===== config.mk =====
export PLATFORM = sky130hd
export DESIGN_NAME = jstk_poll_scheduler
export DESIGN_NICKNAME = d
export VERILOG_FILES = /design/src/rtl/jstk_poll_scheduler.sv
export SDC_FILE = /design/constraint.sdc
export NUM_CORES = 1
export LEC_CHECK = 0
export ABC_CLOCK_PERIOD_IN_PS = 2000
export CAP_MARGIN = 20
export CORE_ASPECT_RATIO = 0.8
export CORE_UTILIZATION = 47
export CTS_CLUSTER_SIZE = 16
export DETAILED_ROUTE_END_ITERATION = 12
export PLACE_DENSITY = 0.81
export SETUP_SLACK_MARGIN = 0.1
export SYNTH_ARGS = -nofsm -noshare
export SYNTH_HDL_FRONTEND = slang
export SYNTH_SLANG_ARGS = --single-unit

===== constraint.sdc =====
create_clock -name i_clk -period 2 [get_ports i_clk]
set_input_delay 0.3 -clock i_clk [delete_from_list [all_inputs] [get_ports i_clk]]
set_output_delay 0.3 -clock i_clk [all_outputs]
set_load 0.01 [all_outputs]

===== src/rtl/jstk_poll_scheduler.sv =====
// Round-robin poller that shares one byte-level SPI master between two PmodJSTK2
// joysticks and publishes each device's X/Y/button fields atomically.
module jstk_poll_scheduler #(
  parameter int SS_SETUP_CYC = 1500,
  parameter int BYTE_GAP_CYC = 1000,
  parameter int POLL_GAP_CYC = 100000,
  parameter int TIMEOUT_CYC  = 4096
) (
  input  logic        i_clk,
  input  logic        i_rst,          // active low, synchronous
  input  logic [1:0]  i_dev_en,
  output logic        o_spi_start,
  output logic [7:0]  o_spi_tx_byte,
  input  logic        i_spi_done,
  input  logic [7:0]  i_spi_rx_byte,
  output logic [1:0]  o_ss,
  output logic [10:0] o_dev0_x,
  output logic [10:0] o_dev0_y,
  output logic [10:0] o_dev1_x,
  output logic [10:0] o_dev1_y,
  output logic [1:0]  o_dev0_btn,
  output logic [1:0]  o_dev1_btn,
  output logic [1:0]  o_upd,
  output logic [1:0]  o_err
);

  localparam int MAX_AB  = (SS_SETUP_CYC > BYTE_GAP_CYC) ? SS_SETUP_CYC : BYTE_GAP_CYC;
  localparam int MAX_CD  = (POLL_GAP_CYC > TIMEOUT_CYC) ? POLL_GAP_CYC : TIMEOUT_CYC;
  localparam int MAX_ALL = (MAX_AB > MAX_CD) ? MAX_AB : MAX_CD;
  localparam int CNT_W   = $clog2(MAX_ALL + 1);

  localparam logic [CNT_W-1:0] SETUP_LAST = CNT_W'(SS_SETUP_CYC - 1);
  localparam logic [CNT_W-1:0] BGAP_LAST  = CNT_W'(BYTE_GAP_CYC - 1);
  localparam logic [CNT_W-1:0] POLL_LAST  = CNT_W'(POLL_GAP_CYC - 1);
  localparam logic [CNT_W-1:0] TOUT_LAST  = CNT_W'(TIMEOUT_CYC - 1);

  typedef enum logic [2:0] {
    S_GAP, S_SETUP, S_START, S_WAIT, S_BGAP, S_RELEASE, S_COMMIT
  } state_t;

  state_t            r_state;
  logic [CNT_W-1:0]  r_cnt;
  logic              r_cur_dev;
  logic              r_ok;
  logic [2:0]        r_idx;
  logic [4:0][7:0]   r_shadow;
  logic              r_spi_start;
  logic [1:0]        r_ss;
  logic [1:0][10:0]  r_x;
  logic [1:0][10:0]  r_y;
  logic [1:0][1:0]   r_btn;
  logic [1:0]        r_upd;
  logic [1:0]        r_err;

  logic              w_any_en;
  logic              w_next_dev;
  logic [10:0]       w_x;
  logic [10:0]       w_y;
  logic [1:0]        w_btn;

  // Prefer the other device; fall back to the current one if it is the only one enabled.
  assign w_any_en   = |i_dev_en;
  assign w_next_dev = i_dev_en[~r_cur_dev] ? ~r_cur_dev : r_cur_dev;

  assign w_x   = {1'b0, r_shadow[1][1:0], r_shadow[0]};
  assign w_y   = {1'b0, r_shadow[3][1:0], r_shadow[2]};
  assign w_btn = r_shadow[4][1:0];

  always_ff @(posedge i_clk) begin
    if (!i_rst) begin
      r_state     <= S_GAP;
      r_cnt       <= '0;
      r_cur_dev   <= 1'b0;
      r_ok        <= 1'b0;
      r_idx       <= '0;
      r_shadow    <= '0;
      r_spi_start <= 1'b0;
      r_ss        <= 2'b11;
      r_x         <= '0;
      r_y         <= '0;
      r_btn       <= '0;
      r_upd       <= '0;
      r_err       <= '0;
    end else begin
      r_spi_start <= 1'b0;
      r_upd       <= '0;
      r_err       <= '0;
      case (r_state)
        S_GAP: begin
          if (r_cnt != POLL_LAST) begin
            r_cnt <= r_cnt + 1'b1;
          end else if (w_any_en) begin
            r_cur_dev <= w_next_dev;
            r_ss      <= w_next_dev ? 2'b01 : 2'b10;
            r_cnt     <= '0;
            r_state   <= S_SETUP;
          end
        end
        S_SETUP: begin
          if (r_cnt == SETUP_LAST) begin
            r_cnt       <= '0;
            r_idx       <= '0;
            r_spi_start <= 1'b1;
            r_state     <= S_START;
          end else begin
            r_cnt <= r_cnt + 1'b1;
          end
        end
        S_START: begin
          r_cnt   <= '0;
          r_state <= S_WAIT;
        end
        S_WAIT: begin
          // A done arriving on the last timeout cycle still counts as success.
          if (i_spi_done) begin
            r_shadow[r_idx] <= i_spi_rx_byte;
            r_cnt           <= '0;
            if (r_idx == 3'd4) begin
              r_ok    <= 1'b1;
              r_ss    <= 2'b11;
              r_state <= S_RELEASE;
            end else begin
              r_idx   <= r_idx + 1'b1;
              r_state <= S_BGAP;
            end
          end else if (r_cnt == TOUT_LAST) begin
            r_ok              <= 1'b0;
            r_ss              <= 2'b11;
            r_err[r_cur_dev]  <= 1'b1;
            r_cnt             <= '0;
            r_state           <= S_RELEASE;
          end else begin
            r_cnt <= r_cnt + 1'b1;
          end
        end
        S_BGAP: begin
          if (r_cnt == BGAP_LAST) begin
            r_cnt       <= '0;
            r_spi_start <= 1'b1;
            r_state     <= S_START;
          end else begin
            r_cnt <= r_cnt + 1'b1;
          end
        end
        S_RELEASE: begin
          r_cnt <= '0;
          if (r_ok) begin
            r_x[r_cur_dev]   <= w_x;
            r_y[r_cur_dev]   <= w_y;
            r_btn[r_cur_dev] <= w_btn;
            r_upd[r_cur_dev] <= 1'b1;
            r_state          <= S_COMMIT;
          end else begin
            r_state <= S_GAP;
          end
        end
        S_COMMIT: begin
          r_cnt   <= '0;
          r_state <= S_GAP;
        end
        default: begin
          r_cnt   <= '0;
          r_ss    <= 2'b11;
          r_state <= S_GAP;
        end
      endcase
    end
  end

  // Selects deassert as soon as reset is applied, without waiting for the clock.
  assign o_ss          = i_rst ? r_ss : 2'b11;
  assign o_spi_start   = r_spi_start;
  assign o_spi_tx_byte = 8'h00;
  assign o_dev0_x      = r_x[0];
  assign o_dev0_y      = r_y[0];
  assign o_dev1_x      = r_x[1];
  assign o_dev1_y      = r_y[1];
  assign o_dev0_btn    = r_btn[0];
  assign o_dev1_btn    = r_btn[1];
  assign o_upd         = r_upd;
  assign o_err         = r_err;

endmodule


==> results by group <==
Critical path
  • Critical Setup Path Class: reg -> reg
  • Worst reg2reg endpoint: r_cnt[16]$_SDFFE_PN0P_
  • Crit-path leading delay family: simple AND/OR/NAND/NOR gates
  • R2R depth: 7
  • WP buf/inv: 1
  • Worst r2r src: r_cnt[12]$_SDFFE_PN0P_
  • Crit path max fanout: 6
  • Worst path required time: about 2.2 ns
  • Critical path's slowest cell: or3_4
  • Internal reg-to-reg setup slack: roughly 0.076 ns
  • Number of cells on the critical path: 7
  • Crit-path cells: or3_4, nand4b_4, o31ai_4, nand4_4, buf_6, o211ai_4, nor2_1
  • Crit start category: register
  • Critical path endpoint category: register
  • WP data arrival: 2.16 ns
  • Crit path largest cell delay: ~0.42 ns

Logic synthesis
  • Cell taking the most area after synthesis: dfxtp_1
  • Commonest cells in the synthesized netlist: nand2_1, dfxtp_1, a21oi_1
  • Register area share after synthesis: 47.44%
  • Post-synth ARST share: 0%
  • Leading post-synthesis cells by cell area: dfxtp_1, nand2_1, a21oi_1
  • Yosys top cell area share: between 40% and 50%
  • Post-Syn Area: 4135 sq um
  • Syn Inst Count: ~480
  • Synth unique cells: 50
  • Predominant post-synthesis flop cell: dfxtp_1
  • Syn_area_per_cell: between 8 and 9 sq um
  • Ys Warns: 0
  • Post-synth EDFFs: 0
  • Count leader, synth: nand2_1
  • Yosys reg bits: 98

Floorplanning
  • Chip height: 85.90 microns
  • IO Pins: 76
  • Initial Utilization: between 40 and 50%
  • Die X: between 100 and 150 microns
  • Die area: around 9000 sq um
  • # rows: 30
  • Core Region: roughly 8500 sq um

Clocking
  • Clock Latency Late Sink: 0.36 ns
  • Clock transition at path regs: approximately 0.080 ns
  • CTS tree: built
  • Number of clock sinks: ~100
  • CTS root buffer: clkbuf_8
  • CTS buffer count: 9
  • H-tree levels: 3
  • Clock Path Buffers: 2
  • Hold Buf Count CTS: 0

Drt
  • ANT nets after route: 0
  • WL final: between 10 and 15 mm
  • Drt pass-1 iters: 5
  • Drt drc: 0
  • WL/cell: around 15 microns
  • Vias per std cell: around 5.4
  • DR vias: about 3700
  • Iter 0 DRT Violations: ~300

STA
  • Final Cycle Share: a little over nine tenths
  • Final setup fails: 0
  • Worst Tran Pin Value: roughly 0.72 ns
  • Hold_ws: around 0.32 ns
  • Fmax: just over 0.5 GHz
  • RSZ-0062 raised after global routing: yes
  • Shortest period the worst path allows: ~1.9 ns
  • Worst Skew: about 0.014 ns
  • Slew margin rel.: between 50% and 60%
  • Max Slew Vio Count: 0
  • Final Hold Viols: 0

Placement
  • Port Buf Inserts: between 60 and 70
  • # placed instances: about 660
  • HPWL after DPL: slightly below 7 mm
  • Placer Congestion: 0.9343
  • Placed Area: between 4000 and 5000 sq um

Global route
  • Overflow left after global routing: 0
  • Total track usage: approximately a quarter
  • Largest net degree at the start of global routing: 74
  • First-pass GRT wire length: roughly 17 mm
  • Antenna violations before repair: 0
  • Vias in the first global route: roughly 3600

Min path
  • Hold wc startpoint: i_rst
  • Hold Crit Depth: 3
  • HP Class: in -> reg
  • Hold Path Sink: r_state[1]$_SDFFE_PN0P_

Cells and area
  • Final core utilization: between 60% and 70%
  • Net count reported at finish: about 590
  • Area Growth Syn to Fin: 31.44%
  • Diodes inserted: 0
  • Share of layout cells above drive strength 1: a little under a fifth
  • Non-Filler Cell Area, Final: approximately 5400 sq um
  • Non-filler cells, final: 686

Pwr
  • Clk pwr share: ~33%
  • Combinational Power Share: roughly 11%
  • Worst IR Drop VDD: 409.5 uV
  • PwrDens: 647.0 nW/um^2
  • Sequential share of power: 56.6%
  • Int Power: around 2.6 mW
  • Net Sw Power: about 0.91 mW
  • Switching share of total power: 25.96%
  • Leakage: 2.094 nW

Status
  • Status: finished clean

Job
  • Max_cap viols: 0
[state kept, by name, summed over array words and instances (netlist names), 3 cells and up]
signal / flops
r_shadow: 22
r_cnt: 17
o_dev0_x: 10
o_dev0_y: 10
o_dev1_x: 10
o_dev1_y: 10
r_idx: 3
r_state: 3
[how the worst max path moves through the flow]
stage / from / to / slack (ns)
after global routing: r_cnt[4]$_SDFFE_PN0P_ / r_cnt[1]$_SDFFE_PN0P_ / -0.004
final: r_cnt[12]$_SDFFE_PN0P_ / r_cnt[16]$_SDFFE_PN0P_ / 0.08
after CTS: r_cnt[1]$_SDFFE_PN0P_ / r_cnt[15]$_SDFFE_PN0P_ / 0.02
after floorplan: r_cnt[0]$_SDFFE_PN0P_ / r_idx[2]$_SDFFE_PN0P_ / 0.14
after detailed placement: r_cnt[0]$_SDFFE_PN0P_ / r_cnt[8]$_SDFFE_PN0P_ / -0.03
after global placement: r_cnt[4]$_SDFFE_PN0P_ / r_cnt[13]$_SDFFE_PN0P_ / 0.02
[through the flow]
| stage | setup slack [ns] | setup TNS, ns | power, mW |
|---|---|---|---|
| detailed placement | -0.03329 | -0.2481 | 2.304 |
| finish | 0.07639 | 0 | 3.517 |
| global route | -0.003967 | -0.004899 | 3.649 |
| CTS | 0.02310 | 0 | 3.509 |
| floorplan | 0.1376 | 0 | 2.216 |
| global placement | 0.01866 | 0 | 2.291 |
[final cells by class]
class,instances,area [sq um]
clock inverter,6,48.80
sequential,98,1991
tap,112,140.1
clock buffer,10,127.6
timing repair buffer,97,924.6
multi-input combinational,355,2173
inverter,8,30.03
fill,684,3085
[power by group through the flow]
stage / Clock [mW] / Combinational [mW] / Sequential, mW
floorplan: 0 / 0.186 / 2.03
global placement: 0 / 0.261 / 2.03
detailed placement: 0 / 0.274 / 2.03
CTS: 1.17 / 0.346 / 1.99
global route: 1.25 / 0.406 / 1.99
finish: 1.15 / 0.378 / 1.99
[layout by cell type, fill, tap and decap left out, types with 9 or more instances in the layout]
| cell type | synthesis | layout |
|---|---|---|
| nand2_1 | 107 | 104 |
| dfxtp_1 | 98 | 85 |
| clkdlybuf4s50_1 | 0 | 62 |
| a21oi_1 | 53 | 51 |
| nor2_1 | 52 | 48 |
| buf_4 | 14 | 29 |
| mux2i_1 | 24 | 24 |
| nand3_1 | 22 | 18 |
| conb_1 | 1 | 12 |
| xor2_1 | 10 | 10 |
| clkbuf_8 | 0 | 9 |
[metal layers]
metal / up-vias / routed length [microns] / GRT usage (%)
met5: - / 0 / 0
met4: 0 / 212 / 7.472
met3: 25 / 629 / 5.319
met2: 145 / 5031 / 39.59
met1: 1735 / 4587 / 29.55
li1: 1781 / - / -
[timing repair]
item,in CTS,in global routing
buffers inserted,7,4
gates cloned,1,0
setup endpoints to repair,29,45
resized for setup,27,32
pin swaps,20,10
[worst min-delay path, stage by stage]
cell and delay, ns:
dlymetal6s2s_1 0.16, inv_2 0.12, a21oi_1 0.05
[cells by family (layout without fill, tap and decap cells)]
group,Yosys count,count (layout),synth area share (%)
XOR/XNOR,15,15,3.177
AO/OA/AOI/OAI,77,78,11.20
AND/OR/NAND/NOR,218,218,24.60
multiplexers,25,25,6.082
adder cells (fa/ha/maj),7,7,2.118
flip-flops,98,98,47.44
other,1,12,0.09068
buffers and inverters,41,121,5.295
No activity file was read; power rests on OpenSTA's default activity.
